$ cat config.mk
export PLATFORM = sky130hd
export DESIGN_NAME = mem_bus_arbiter
export DESIGN_NICKNAME = d
export VERILOG_FILES = /design/src/rtl/mem_bus_arbiter.sv
export SDC_FILE = /design/constraint.sdc
export NUM_CORES = 1
export LEC_CHECK = 0
export ABC_AREA = 0
export CAP_MARGIN = 25
export CORE_MARGIN = 2
export CORE_UTILIZATION = 35
export CTS_BUF_LIST = sky130_fd_sc_hd__clkbuf_8
export CTS_CLUSTER_DIAMETER = 50
export DETAILED_ROUTE_END_ITERATION = 12
export PLACE_DENSITY = 0.57
export SYNTH_ARGS = -nofsm -noshare
export SYNTH_HDL_FRONTEND = slang
export SYNTH_SLANG_ARGS = --single-unit
$ cat constraint.sdc
create_clock -name clk -period 6.55 [get_ports clk]
set_input_delay 1.31 -clock clk [delete_from_list [all_inputs] [get_ports clk]]
set_output_delay 1.31 -clock clk [all_outputs]
set_load 0.005 [all_outputs]
$ cat src/rtl/mem_bus_arbiter.sv
// rtl/mem_bus_arbiter.sv - shares one memory port between a CPU (posted writes, stalled reads) and a DMA master
module mem_bus_arbiter #(
    parameter int N          = 32,
    parameter int M          = 16,
    parameter int WBUF_DEPTH = 4
) (
    input  logic         clk,
    input  logic         rst,
    input  logic [N-1:0] cpu_addr,
    input  logic [M-1:0] cpu_wdata,
    input  logic         cpu_re,
    input  logic         cpu_we,
    output logic [M-1:0] cpu_rdata,
    output logic         cpu_ready,
    input  logic [N-1:0] dma_addr,
    input  logic [M-1:0] dma_wdata,
    input  logic         dma_re,
    input  logic         dma_we,
    output logic [M-1:0] dma_rdata,
    output logic         dma_ready,
    output logic [N-1:0] mem_addr,
    output logic [M-1:0] mem_wdata,
    output logic         mem_re,
    output logic         mem_we,
    input  logic [M-1:0] mem_rdata,
    input  logic         mem_ready,
    output logic         wbuf_overflow,
    output logic         wbuf_empty
);

    localparam int PW = $clog2(WBUF_DEPTH);
    localparam logic [PW:0] FULL_COUNT = (PW+1)'(WBUF_DEPTH);

    localparam logic [1:0] S_IDLE    = 2'd0;
    localparam logic [1:0] S_WB_WR   = 2'd1;
    localparam logic [1:0] S_CPU_RD  = 2'd2;
    localparam logic [1:0] S_DMA_ACC = 2'd3;

    localparam logic GRANT_CPU = 1'b0;
    localparam logic GRANT_DMA = 1'b1;

    logic [1:0]    state;
    logic          last_grant;

    logic [N-1:0]  wb_addr [WBUF_DEPTH];
    logic [M-1:0]  wb_data [WBUF_DEPTH];
    logic [PW-1:0] wr_ptr;
    logic [PW-1:0] rd_ptr;
    logic [PW:0]   count;
    logic          full;
    logic          push;
    logic          pop;
    logic          overflow_q;

    logic [N-1:0]  dma_addr_q;
    logic [M-1:0]  dma_wdata_q;
    logic          dma_re_q;
    logic          dma_we_q;

    logic          wb_cand;
    logic          cpu_cand;
    logic          dma_cand;

    assign full       = (count == FULL_COUNT);
    assign wbuf_empty = (count == '0);
    assign pop        = (state == S_WB_WR) && mem_ready;
    // A pop in the same cycle frees a slot, so a write arriving while full is still accepted.
    assign push       = cpu_we && (!full || pop);
    assign wbuf_overflow = overflow_q;

    always_ff @(posedge clk) begin
        if (push) begin
            wb_addr[wr_ptr] <= cpu_addr;
            wb_data[wr_ptr] <= cpu_wdata;
        end
    end

    always_ff @(posedge clk or negedge rst) begin
        if (!rst) begin
            wr_ptr     <= '0;
            rd_ptr     <= '0;
            count      <= '0;
            overflow_q <= 1'b0;
        end else begin
            if (push) begin
                wr_ptr <= wr_ptr + PW'(1);
            end
            if (pop) begin
                rd_ptr <= rd_ptr + PW'(1);
            end
            if (push && !pop) begin
                count <= count + (PW+1)'(1);
            end else if (pop && !push) begin
                count <= count - (PW+1)'(1);
            end
            if (cpu_we && !push) begin
                overflow_q <= 1'b1;
            end
        end
    end

    // A write arriving this cycle counts as buffered so a simultaneous read cannot overtake it.
    assign wb_cand  = !wbuf_empty || cpu_we;
    assign cpu_cand = wb_cand || cpu_re;
    assign dma_cand = dma_re || dma_we;

    always_ff @(posedge clk or negedge rst) begin
        if (!rst) begin
            state       <= S_IDLE;
            last_grant  <= GRANT_DMA;
            dma_addr_q  <= '0;
            dma_wdata_q <= '0;
            dma_re_q    <= 1'b0;
            dma_we_q    <= 1'b0;
        end else begin
            case (state)
                S_IDLE: begin
                    if (cpu_cand && (!dma_cand || last_grant == GRANT_DMA)) begin
                        state <= wb_cand ? S_WB_WR : S_CPU_RD;
                    end else if (dma_cand) begin
                        state       <= S_DMA_ACC;
                        dma_addr_q  <= dma_addr;
                        dma_wdata_q <= dma_wdata;
                        dma_re_q    <= dma_re;
                        dma_we_q    <= dma_we;
                    end
                end
                S_WB_WR, S_CPU_RD: begin
                    if (mem_ready) begin
                        state      <= S_IDLE;
                        last_grant <= GRANT_CPU;
                    end
                end
                S_DMA_ACC: begin
                    if (mem_ready) begin
                        state      <= S_IDLE;
                        last_grant <= GRANT_DMA;
                    end
                end
                default: state <= S_IDLE;
            endcase
        end
    end

    always_comb begin
        mem_addr  = '0;
        mem_wdata = '0;
        mem_re    = 1'b0;
        mem_we    = 1'b0;
        cpu_ready = 1'b0;
        cpu_rdata = '0;
        dma_ready = 1'b0;
        dma_rdata = '0;
        case (state)
            S_WB_WR: begin
                mem_addr  = wb_addr[rd_ptr];
                mem_wdata = wb_data[rd_ptr];
                mem_we    = 1'b1;
            end
            S_CPU_RD: begin
                mem_addr = cpu_addr;
                mem_re   = 1'b1;
                if (mem_ready) begin
                    cpu_ready = 1'b1;
                    cpu_rdata = mem_rdata;
                end
            end
            S_DMA_ACC: begin
                mem_addr  = dma_addr_q;
                mem_wdata = dma_wdata_q;
                mem_re    = dma_re_q;
                mem_we    = dma_we_q;
                if (mem_ready) begin
                    dma_ready = 1'b1;
                    dma_rdata = mem_rdata;
                end
            end
            default: begin
            end
        endcase
    end

endmodule

==> After elaboration in Yosys (flattened, before gate mapping) <==
Memory sizes are Yosys's and may differ from the RTL's.
Cells that the tools add are included.
{ "classes": {"addsub": 4, "n_eq_ne": 8, "n_bitwise": 1, "n_reduce_logical": 25, "mux": 22} }
{ "op_table": {"columns": ["cell", "n"], "rows": [
  ["one-hot mux 32 bit (3 select lines)", 1],
  ["2-to-1 mux 16 bit", 3],
  ["one-hot mux 16 bit (2 select lines)", 1],
  ["2-to-1 mux 2 bit", 4],
  ["2-to-1 mux 1 bit", 7],
  ["logical AND 1 bit", 6],
  ["2-to-1 mux 3 bit", 2],
  ["one-hot mux 1 bit (2 select lines)", 3],
  ["AND reduction 3 bit", 2],
  ["logical NOT 1 bit", 5],
  ["logical OR 1 bit", 5],
  ["adder 2 x 1 -> 2 bit (second input constant)", 2],
  ["== test 2 bit (second input constant)", 2],
  ["!= test 2 bit (second input constant)", 2],
  ["one-hot mux 2 bit (2 select lines)", 1],
  ["nonzero test 2 bit", 2],
  ["adder 3 x 1 -> 3 bit (second input constant)", 1],
  ["== test 3 bit (second input constant)", 1],
  ["logical NOT 3 bit", 1],
  ["!= test 3 bit (second input constant)", 1],
  ["OR reduction 3 bit", 1],
  ["subtractor 3 x 1 -> 3 bit (second input constant)", 1],
  ["== test 2 x 1 -> 1 bit (second input constant)", 1],
  ["logical NOT 2 bit", 1],
  ["other kinds (4)", 4]
]} }
{ "word_totals": {"memories": 2, "ram_bits": 192, "elab_cells": 72, "input_bits": 119, "regBits": 61, "out_inout_bits": 86} }
{ "mem_list": {"columns": ["memory", "words", "width", "read_ports", "rd_ports_with_merged_regs", "write_ports", "line_no", "rtl"], "rows": [
  ["wb_addr", 4, 32, 1, 0, 1, "45", "logic [N-1:0] wb_addr [WBUF_DEPTH];"],
  ["wb_data", 4, 16, 1, 0, 1, "46", "logic [M-1:0] wb_data [WBUF_DEPTH];"]
]} }

==> Longest topological paths before layout <==
Gate-level depths: netlist of run 1.
{ "logic_depth": {"ltp_word": 8, "mapped_depth": 10, "mapped_depth_nobuf": 10} }

==> Worst setup path before layout of run 1 <==
OpenSTA, ideal clock, no wires.
{ "synth_path": {"kind": "input to register", "from": "input mem_ready", "to": "memory wb_addr[0][0], enable pin", "slack_ns": 3.206, "path_stages": 3, "arrival_ns": 2.934, "setup_ns": 0.410, "cell_sequence": "nand2_1 a31oi_2 and2_1"} }
{ "synth_between": {"elab_chain_len": 5} }
{ "synth_rtl": {"columns": ["element", "line_no", "rtl"], "rows": [
  ["from (decl)", "26", "input logic mem_ready,"],
  ["logical AND 1 bit", "66", "assign pop = (state == S_WB_WR) && mem_ready;"],
  ["logical OR 1 bit", "68", "assign push = cpu_we && (!full || pop);"],
  ["logical AND 1 bit", "68", null],
  ["net push", "51", "logic push;"],
  ["2-to-1 mux 1 bit", "72", "if (push) begin"],
  ["2-to-1 mux 1 bit (implied by the code)", "73", "wb_addr[wr_ptr] <= cpu_addr;"],
  ["to (decl)", "45", null]
]} }
The timed path passes the listed nets, and every way through them passes these cells.

==> Final worst setup path of run 1 <==
{ "layout_path": {"from": "register state[1]", "to": "output mem_addr[31]"} }
{ "layout_between": {"elab_chain_len": 2, "elab_cells_between_ends": 4, "cone_classes": "3 x eq/ne; 1 x mux"} }
{ "layout_rtl": {"columns": ["element", "line_no", "rtl"], "rows": [
  ["from (decl)", "42", "logic [1:0] state;"],
  ["from (signal assigned)", "119", "state <= wb_cand ? S_WB_WR : S_CPU_RD;"],
  ["== test 2 bit / == test 2 x 1 -> 1 bit (equally long branches)", "154", "case (state)"],
  ["one-hot mux 32 bit (3 select lines) *", "154", null],
  ["to (decl)", "21", "output logic [N-1:0] mem_addr,"]
]} }
Every way passes the cells marked *; elsewhere a longest branch is shown, timed or not.

==> metrics.md, run 1 <==
| Metric | Value |
|---|---|
| Crit path cell chain | inv_1 > ha_1 > nand2b_1 > or2_2 > o21ai_1 > clkdlybuf4s50_1 |
| Post-CTS Hold Buffers | 0 |
| Hold/Removal Path Class | register to register |
| Slowest CP cell | or2_2 |
| Ys Warns | 0 |
| Worst-path clk slew | 0.06 ns |
| Final setup violation count | 0 |
| Yosys top cell area share | 52.0% |
| NumNets Final | 1123 |
| Root Driver | clkbuf_8 |
| Worst-margin pin slew | 0.913 ns |
| Initial antenna violation count | 2 |
| Crit path time final | 5.00 ns |
| Multi-input combinational cell area | 3500 sq um |
| Initial Utilization | 35.3% |
| Seq pwr share | 38.8% |
| Ant diodes | 0 |
| Port Buffer Count | 204 |
| Post-layout util | 45.8% |
| Io pins | 205 |
| Skew-Pair Late Insertion Delay | 0.55 ns |
| Max stage delay on crit path | 0.80 ns |
| Commonest non-fill, non-tap cell in the layout | clkdlybuf4s50_1 |
| Die height | 182 um |
| Clk_skew | 0.0244 ns |
| Fillcell total | 2838 |
| Top cells by area, synth | edfxtp_1 52%, dfrtp_1 14%, mux2i_1 8.7% |
| P&R area growth vs syn | 29.6% |
| Switching fraction of total power | 35.4% |
| CP Buf/Inv Count | 2 |
| Grt total ovfl | 0 |
| Syn avg cell area | 13.9 sq um |
| Routed WL | 31.5 mm |
| CP startpoint kind | register |
| RSZ-0062 raised after global routing | no |
| FMAX | 200 MHz |
| CP Capture Type | output port |
| Most frequent cells in the layout | 203 x clkdlybuf4s50_1, 192 x edfxtp_1, 96 x mux2i_1 |
| Post-synthesis register bit count | 253 |
| Asr flop ratio synth | 24.1% |
| Status | finished, final reports clean |
| Layout cell share with drive strength beyond 1 | 9.16% |
| Post-synth EDFFs | 192 |
| Max capacitance violation total | 0 |
| FF+latch area | 7300 sq um |
| Final critical-path share of the clock period | 76.3% |
| Register area share after synthesis | 65.7% |
| NetSw | 2.21 mW |
| Final Max Tran Viols | 0 |
| H-tree depth | 2 |
| Synthesized area | 11100 sq um |
| Vias in the first global route | 8081 |
| Row cnt | 65 |
| Pwr Density | 433 nW/um^2 |
| Antenna Nets Post-Route | 0 |
| Power share of the combinational group | 40.5% |
| # DRC | 0 |
| Top_reg_cell synth | edfxtp_1 |
| Pin count of the biggest net entering global routing | 62 |
| Worst setup path class | register to output port |
| Longest Clk Path Bufs | 3 |
| Arrival time of the worst setup path | 3.69 ns |
| Post-CTS sizing | 0 |
| Synthesized Nets | 930 |
| Post-Synthesis Cells | 801 |
| Worst Path Required | 5.24 ns |
| Via Count | 7751 |
| Critical path's top delay family | simple AND/OR/NAND/NOR gates |
| Yosys top cell by area | edfxtp_1 |
| Worst IR Drop VDD | 0.000172 V |
| Starting DRT DRC Count | 532 |
| GRT Overall Usage | 18.7% |
| Final Hold Vio Count | 0 |
| Drt wl/cell | 22.1 um |
| Slew margin rel. | 39.2% |
| Die W | 182 um |
| First-pass GRT wire length | 47.6 mm |
| Routed vias/inst | 5.43 |
| First-pass DRT Iterations | 5 |
| Clock power share | 20.7% |
| Die footprint | 33100 sq um |
| Internal cell power | 4.02 mW |
| Cts bufs inserted | 44 |
| Core area | 31400 sq um |
| Setup TNS | 0 ns |
| CTS Sinks | 253 |
| CTS tree | done |
| RePlAce Congestion | 0.711 |
| Dpl hpwl | 20.5 mm |
| Crit path max fanout | 32 |
| Post-CTS Setup Inserts | 0 |
| Cell variety after synth | 42 |
| Pleak | 5.23 nW |
==> worst reg2reg max path, cell delays in order, from the launching register on <==
cell	delay [ns]
dfrtp_1	0.43
inv_1	0.10
ha_1	0.28
nand2_1	0.18
a31oi_2	0.40
and2_2	0.76
buf_4	0.43
==> Yosys cell counts, types with 3 or more instances <==
cell type  count
edfxtp_1     192
mux2i_1       96
dfrtp_1       60
clkbuf_1      51
o211ai_1      48
o21ai_0       48
o22ai_1       48
and3_1        34
o21ai_1       33
a22oi_1       32
o22a_1        32
buf_2         22
nand2_1       21
o221ai_1      16
ha_1           9
inv_1          7
and2_1         6
nor2_1         5
xnor2_1        4
a21o_1         3
buf_4          3
nand2b_1       3
nand3_1        3
==> power groups by stage <==
| stage | clock network, mW | registers, mW | logic (mW) |
|---|---|---|---|
| 2_1_floorplan | 0 | 2.35 | 1.47 |
| 3_3_place_gp | 0 | 2.49 | 2.44 |
| 3_5_place_dp | 0 | 2.45 | 2.53 |
| 5_1_grt | 1.39 | 2.46 | 2.74 |
| 6_report | 1.29 | 2.42 | 2.52 |
| 4_1_cts | 1.31 | 2.42 | 2.54 |
==> sequential cells by signal, summed over array words and instances, names as in the netlist <==
signal / flops
wb_addr: 128
wr_ptr: 2
count: 3
dma_addr_q: 32
wbuf_overflow: 1
state: 2
wb_data: 64
dma_re_q: 1
dma_wdata_q: 16
rd_ptr: 2
dma_we_q: 1
last_grant: 1
==> per-stage QoR <==
stage	setup slack, ns	hold slack (ns)	std cells	power (mW)	cell area (sq um)
final	1.55	0.488	1428	6.23	14400
after global routing	1.41	0.511	1428	6.59	14400
after CTS	1.56	0.481	1426	6.27	14300
after detailed placement	1.75	0.461	1348	4.98	13600
after global placement	1.85	0.478	1342	4.93	13500
after floorplan	3.21	0.460	801	3.81	11100
==> routing by layer <==
metal | wire length [um] | global-route usage (%)
met5 | 30 | 0
met4 | 532 | 4.52
met3 | 2270 | 4.51
met2 | 14600 | 30.2
met1 | 14000 | 25.6
==> final timing paths <==
| path | start | endpoint | slack [ns] | cells past startpoint |
|---|---|---|---|---|
| setup / recovery | state[1] | mem_addr[31] | 1.55 | 6 |
| hold / removal | wbuf_overflow | wbuf_overflow | 0.49 | 1 |
| setup reg to reg | state[1] | wb_data[2][2] | 3.64 | 6 |
| hold reg to reg | wbuf_overflow | wbuf_overflow | 0.49 | 1 |
| max in group asynchronous | rst | rd_ptr[1] | 4.96 | 1 |
| min in group asynchronous | rst | dma_wdata_q[8] | 0.90 | 1 |
==> cell families after synthesis <==
family | after synthesis | share of synthesized area [%]
AO/OA/AOI/OAI | 269 | 16.4
flip-flops | 253 | 65.7
multiplexers | 98 | 8.86
buffers and inverters | 84 | 3.19
AND/OR/NAND/NOR | 81 | 4.12
adder cells (fa/ha/maj) | 10 | 1.20
XOR/XNOR | 6 | 0.474
==> final cells by class <==
class                      instances  area share (%)
sequential                       253            50.7
timing repair buffer             224            15.8
clock inverter                    34            1.23
multi-input combinational        464            24.3
clock buffer                      44            4.21
tap                              402            3.50
inverter                           7           0.183
Note: power is estimated with default switching activity, not from simulation.
==> inputs of run 2 (changes only) <==
- clock period: 6.55 -> 4.6 ns (I/O delays scaled with it)
==> run 2 against run 1 <==
Against the previous run: combinational power increased by 41%; highest routed layer is now met4; first-iteration DRC count increased by 2.8%; critical path depth unchanged; clock skew increased by 0.0065 ns; largest cell class unchanged; via count decreased by 0.68%; flip-flop and latch count unchanged.
==> metrics.md, run 2 (synthesis gave the netlist of run 1 again) <==
| Metric | Value |
|---|---|
| Port Buffer Count | 204 (unchanged) |
| Final critical-path share of the clock period | 85.1% |
| Longest Clk Path Bufs | 3 (unchanged) |
| H-tree depth | 2 (unchanged) |
| Clk_skew | 0.0309 ns (+0.00651 ns) |
| NetSw | 3.11 mW (+41%) |
| Dpl hpwl | 18.7 mm (-8.8%) |
| Max stage delay on crit path | 0.60 ns (-0.20 ns) |
| Slowest CP cell | or2_2 |
| # DRC | 0 (unchanged) |
| Max reg flops | 128 (unchanged) |
| Routed vias/inst | 5.39 (-0.68%) |
| Commonest non-fill, non-tap cell in the layout | clkdlybuf4s50_1 |
| Status | finished, final reports clean |
| RSZ-0062 raised after global routing | no |
| CP startpoint kind | register |
| Io pins | 205 (unchanged) |
| First-pass GRT wire length | 46.3 mm (-2.8%) |
| P&R area growth vs syn | 30.2% |
| CP Buf/Inv Count | 2 (unchanged) |
| Post-layout util | 46.0% (+0.23 points) |
| Hold_ws | 0.476 ns (-0.0123 ns) |
| Largest regs | wb_addr (128), wb_data (64), dma_addr_q (32) |
| Cts bufs inserted | 43 (-2.3%) |
| Worst-margin pin slew | 1.08 ns (+0.168 ns) |
| Clock power share | 21.4% (+0.7 points) |
| Max capacitance violation total | 0 (unchanged) |
| Core area | 31400 sq um (unchanged) |
| Initial Utilization | 35.3% (unchanged) |
| Crit path time final | 3.92 ns |
| Crit path max fanout | 32 (unchanged) |
| CTS tree | done |
| Internal cell power | 5.82 mW (+45%) |
| Post-CTS sizing | 0 (unchanged) |
| Row cnt | 65 (unchanged) |
| NumNets Final | 1121 (-0.18%) |
| Largest register by flop count | wb_addr |
| Number of instances in the placed design | 1348 (unchanged) |
| FMAX | 255 MHz |
| Crit path cell chain | inv_1 > ha_1 > nand2b_1 > or2_2 > o21ai_1 > clkdlybuf4s50_1 |
| CTS Sinks | 253 (unchanged) |
| Antenna Nets Post-Route | 0 (unchanged) |
| Setup TNS | 0 ns (unchanged) |
| Final setup violation count | 0 (unchanged) |
| Drt wl/cell | 21.6 um (-1.9%) |
| Hold/Removal Path Class | input port to async pin |
| Die height | 182 um (unchanged) |
| Critical path's top delay family | simple AND/OR/NAND/NOR gates |
| Starting DRT DRC Count | 547 (+2.8%) |
| GRT Overall Usage | 18.3% (-0.39 points) |
| Power share of the combinational group | 39.9% (-0.6 points) |
| Worst IR Drop VDD | 0.000256 V (+49%) |
| Skew-Pair Late Insertion Delay | 0.56 ns (about the same) |
| RePlAce Congestion | 0.741 (+4.2%) |
| Non-Filler Instances | 1428 (unchanged) |
| Most frequent cells in the layout | 203 x clkdlybuf4s50_1, 192 x edfxtp_1, 96 x mux2i_1 |
| Die W | 182 um (unchanged) |
| First-pass DRT Iterations | 5 (unchanged) |
| Final Hold Vio Count | 0 (unchanged) |
| Post-CTS Hold Buffers | 0 (unchanged) |
| Worst setup path class | register to output port |
| Die footprint | 33100 sq um (unchanged) |
| Pwr Density | 618 nW/um^2 (+43%) |
| Final Max Tran Viols | 0 (unchanged) |
| Switching fraction of total power | 34.8% (-0.58 points) |
| Slew margin rel. | 27.8% (-11 points) |
| Pin count of the biggest net entering global routing | 62 (unchanged) |
| Arrival time of the worst setup path | 3.00 ns (-0.69 ns) |
| Root Driver | clkbuf_8 |
| Pleak | 5.23 nW (about the same) |
| Worst Path Required | 3.68 ns (-1.56 ns) |
| CP Capture Type | output port |
| Grt total ovfl | 0 (unchanged) |
| Layout cell share with drive strength beyond 1 | 9.46% (+0.30 points) |
| Total power | 8.93 mW (+43%) |
| Worst-path clk slew | 0.07 ns (about the same) |
| Routed WL | 30.9 mm (-1.9%) |
| Seq pwr share | 38.7% (about the same) |
| Reg-to-reg setup timing slack | 1.60 ns (-2.04 ns) |
| Post-CTS Setup Inserts | 0 (unchanged) |
| Initial antenna violation count | 2 (unchanged) |
| Vias in the first global route | 7788 (-3.6%) |
| Via Count | 7698 (-0.68%) |
[run 2: cell types whose count changed in the layout (fill, tap and decap cells not counted)]
| cell | delta |
|---|---|
| buf_12 | +4 |
| clkbuf_8 | +4 |
| inv_1 | -4 |
| buf_4 | -3 |
| buf_6 | -1 |
| buf_8 | -1 |
| clkinvlp_4 | +1 |
| diode_2 | +1 |
| inv_6 | -1 |
[run 2: worst paths after layout]
check / startpoint / end / depth (start not counted)
worst min-delay path: rst / dma_wdata_q[6] / 1
max in group asynchronous: rst / rd_ptr[1] / 1
worst min register to register: wbuf_overflow / wbuf_overflow / 1
min in group clk: wbuf_overflow / wbuf_overflow / 1
worst max register to register: state[0] / dma_addr_q[26] / 7
worst max-delay path: state[1] / mem_addr[16] / 6
[run 2: worst reg2reg max path, stage by stage (launching register included)]
cell,delay (ns)
dfrtp_1,0.43
inv_1,0.11
ha_2,0.19
buf_4,0.42
nor2b_4,0.98
nor2_4,0.30
buf_12,0.28
o22ai_1,0.22
[run 2: power by group through the flow]
stage | clock, mW | sequential [mW] | combinational, mW
2_1_floorplan | 0 | 3.34 | 2.09
3_5_place_dp | 0 | 3.50 | 3.60
6_report | 1.92 | 3.46 | 3.56
4_1_cts | 1.97 | 3.46 | 3.62
5_1_grt | 2.07 | 3.52 | 3.87
3_3_place_gp | 0 | 3.49 | 3.55
[run 2: metal layers]
layer / GRT usage, % / vias up / wire (um)
li1: - / 3566 / -
met1: 25.1 / 3785 / 13700
met2: 29.7 / 307 / 14500
met3: 4.37 / 40 / 2230
met4: 4.26 / 0 / 508
met5: 0 / - / 0
[run 2: through the flow]
| step | area, sq um | worst slack (ns) |
|---|---|---|
| final | 14500 | 0.683 |
| after global routing | 14500 | 0.544 |
| after CTS | 14400 | 0.669 |
| after detailed placement | 13600 | 1.17 |
| after global placement | 13500 | 1.11 |
| after floorplan | 11100 | 1.65 |
[run 2: final cells by class]
type	instances	area, sq um
diodes	1	2.50
clock buffers	48	661
clock inverters	30	160
fillers	2827	16900
inverters	7	26.3
multi-input cells	464	3500
flip-flops and latches	253	7300
well taps	402	503
repair buffers	223	2310
==> inputs of run 3 (changes only) <==
- SLEW_MARGIN: not set -> 20
==> run 3 against run 2 <==
Against the previous run: count of clock-buffer cells in the layout shrank 4; combinational power grew 3%; register-to-register slack lost 0.13 ns; critical path type unchanged; non-clock buffer count grew 2; final cell count is essentially flat; utilization is essentially flat; power shrank 0.25%; first-iteration DRC count grew 7.3%.
==> metrics.md, run 3 (synthesis gave the netlist of run 1 again) <==
| Metric | Value |
|---|---|
| Status | finished, final reports clean |
| Crit path cell chain | inv_1 > ha_1 > nand2b_1 > or2_2 > o21ai_1 > clkdlybuf4s50_1 |
| Hold Path Stages | 1 |
| FMAX | 256 MHz (+0.27%) |
| Post-CTS sizing | 0 (unchanged) |
| Core area | 31400 sq um (unchanged) |
| Max capacitance violation total | 0 (unchanged) |
| FF+latch area | 7300 sq um (unchanged) |
| CTS tree | done |
| Die footprint | 33100 sq um (unchanged) |
| Pin count of the biggest net entering global routing | 62 (unchanged) |
| Final setup violation count | 0 (unchanged) |
| Worst-path clk slew | 0.06 ns (about the same) |
| # DRC | 0 (unchanged) |
| Dpl ws | 1.17 ns (+0.000510 ns) |
| Max stage delay on crit path | 0.60 ns (about the same) |
| CP Capture Type | output port |
| Grt total ovfl | 0 (unchanged) |
| Pleak | 5.28 nW (+0.85%) |
| Hold/Removal Path Class | register to register |
| Final Max Tran Viols | 0 (unchanged) |
| Pwr Density | 616 nW/um^2 (-0.32%) |
| Most frequent cells in the layout | 203 x clkdlybuf4s50_1, 192 x edfxtp_1, 96 x mux2i_1 |
| Min-delay src | wbuf_overflow |
| Arrival time of the worst setup path | 2.99 ns (about the same) |
| Worst Path Required | 3.68 ns (about the same) |
| Layout cell share with drive strength beyond 1 | 8.87% (-0.59 points) |
| Post-CTS Setup Inserts | 0 (unchanged) |
| Die height | 182 um (unchanged) |
| Starting DRT DRC Count | 587 (+7.3%) |
| Cts bufs inserted | 42 (-2.3%) |
| Row cnt | 65 (unchanged) |
| Routed WL | 31.1 mm (+0.80%) |
| First-pass DRT Iterations | 5 (unchanged) |
| Dpl hpwl | 18.8 mm (+0.80%) |
| Total power | 8.91 mW (-0.25%) |
| Worst-margin pin slew | 1.08 ns (-0.0000693 ns) |
| Largest register by flop count | wb_addr |
| R2R Path End | dma_addr_q[30] |
| CP startpoint kind | register |
| NumNets Final | 1122 (+0.089%) |
| Die W | 182 um (unchanged) |
| Commonest non-fill, non-tap cell in the layout | clkdlybuf4s50_1 |
| RePlAce Congestion | 0.741 (unchanged) |
| Via Count | 7760 (+0.81%) |
| P&R area growth vs syn | 30.3% (about the same) |
| Final critical-path share of the clock period | 84.9% (-0.23 points) |
| GRT Overall Usage | 18.4% (+0.076 points) |
| CTS Sinks | 253 (unchanged) |
| Crit path time final | 3.91 ns (-0.0107 ns) |
| Fillcell total | 2855 (+0.99%) |
| H-tree depth | 2 (unchanged) |
| Worst IR Drop VDD | 0.000233 V (-8.9%) |
| Port Buffer Count | 204 (unchanged) |
| Critical path's top delay family | simple AND/OR/NAND/NOR gates |
| Drt wl/cell | 21.8 um (+0.73%) |
| Largest regs | wb_addr (128), wb_data (64), dma_addr_q (32) |
| Routed vias/inst | 5.43 (+0.73%) |
| Io pins | 205 (unchanged) |
| Hold worst-path end | wbuf_overflow |
| Max reg flops | 128 (unchanged) |
| Skew-Pair Late Insertion Delay | 0.55 ns (about the same) |
| Final Hold Vio Count | 0 (unchanged) |
| R2R depth | 8 (+1) |
| Longest Clk Path Bufs | 3 (unchanged) |
| Initial antenna violation count | 3 (+1) |
| Setup TNS | 0 ns (unchanged) |
| Crit path max fanout | 32 (unchanged) |
| Reg-to-reg setup timing slack | 1.47 ns (-0.13 ns) |
| Multi-input combinational cell area | 3500 sq um (unchanged) |
| Antenna Nets Post-Route | 0 (unchanged) |
| RSZ-0062 raised after global routing | no |
| Slew margin rel. | 27.8% (about the same) |
| Root Driver | clkbuf_8 |
| First-pass GRT wire length | 46.4 mm (+0.21%) |
| Post-CTS Hold Buffers | 0 (unchanged) |
| Launching point of the worst reg2reg path | state[0] |
| CP Buf/Inv Count | 2 (unchanged) |
| Worst setup path class | register to output port |
| Final WS setup | 0.694 ns (+0.0107 ns) |
| Vias in the first global route | 7793 (+0.064%) |
| Initial Utilization | 35.3% (unchanged) |
| Clk_skew | 0.0199 ns (-0.0110 ns) |
| Slowest CP cell | or2_2 |
==> run 3: layout make-up <==
| type | count | area share, % |
|---|---|---|
| Multi-Input combinational cell | 464 | 24.2 |
| Antenna cell | 1 | 0.0173 |
| Clock inverter | 33 | 1.12 |
| Sequential cell | 253 | 50.5 |
| Tap cell | 402 | 3.48 |
| Inverter | 7 | 0.182 |
| Timing Repair Buffer | 225 | 16.4 |
| Clock buffer | 44 | 4.19 |
==> run 3: where the power goes <==
group          switching, mW  total, mW  internal (mW)
registers              0.337       3.45           3.12
clock network          0.860       1.80          0.944
logic                   1.90       3.65           1.75
total                   3.10       8.91           5.81
==> run 3: worst max path at each step <==
stage,startpoint,end,slack [ns],depth (start not counted)
after floorplan,mem_ready,wb_addr[0][0],1.65,3
after global placement,state[0],mem_addr[16],1.11,6
after detailed placement,mem_ready,dma_rdata[8],1.17,4
after CTS,state[1],mem_addr[16],0.65,6
after global routing,state[1],mem_wdata[1],0.54,5
final,state[1],mem_addr[16],0.69,6
==> run 3: routing by layer <==
layer | share of wire (%) | up-vias | global-route usage, %
met5 | 0 | - | 0
met2 | 47 | 324 | 29.3
met1 | 45 | 3822 | 25.6
li1 | - | 3568 | -
met4 | 1.7 | 0 | 4.77
met3 | 7.1 | 46 | 4.17
==> run 3: per-stage QoR <==
step / utilization (%) / hold WS (ns) / std cells / cell area, sq um
3_3_place_gp: 43.2 / 0.476 / 1345 / 13500
3_5_place_dp: 43.5 / 0.459 / 1349 / 13600
5_1_grt: 46.1 / 0.531 / 1429 / 14500
2_1_floorplan: - / 0.460 / 801 / 11100
6_report: 46.1 / 0.477 / 1429 / 14500
4_1_cts: 45.9 / 0.477 / 1426 / 14400
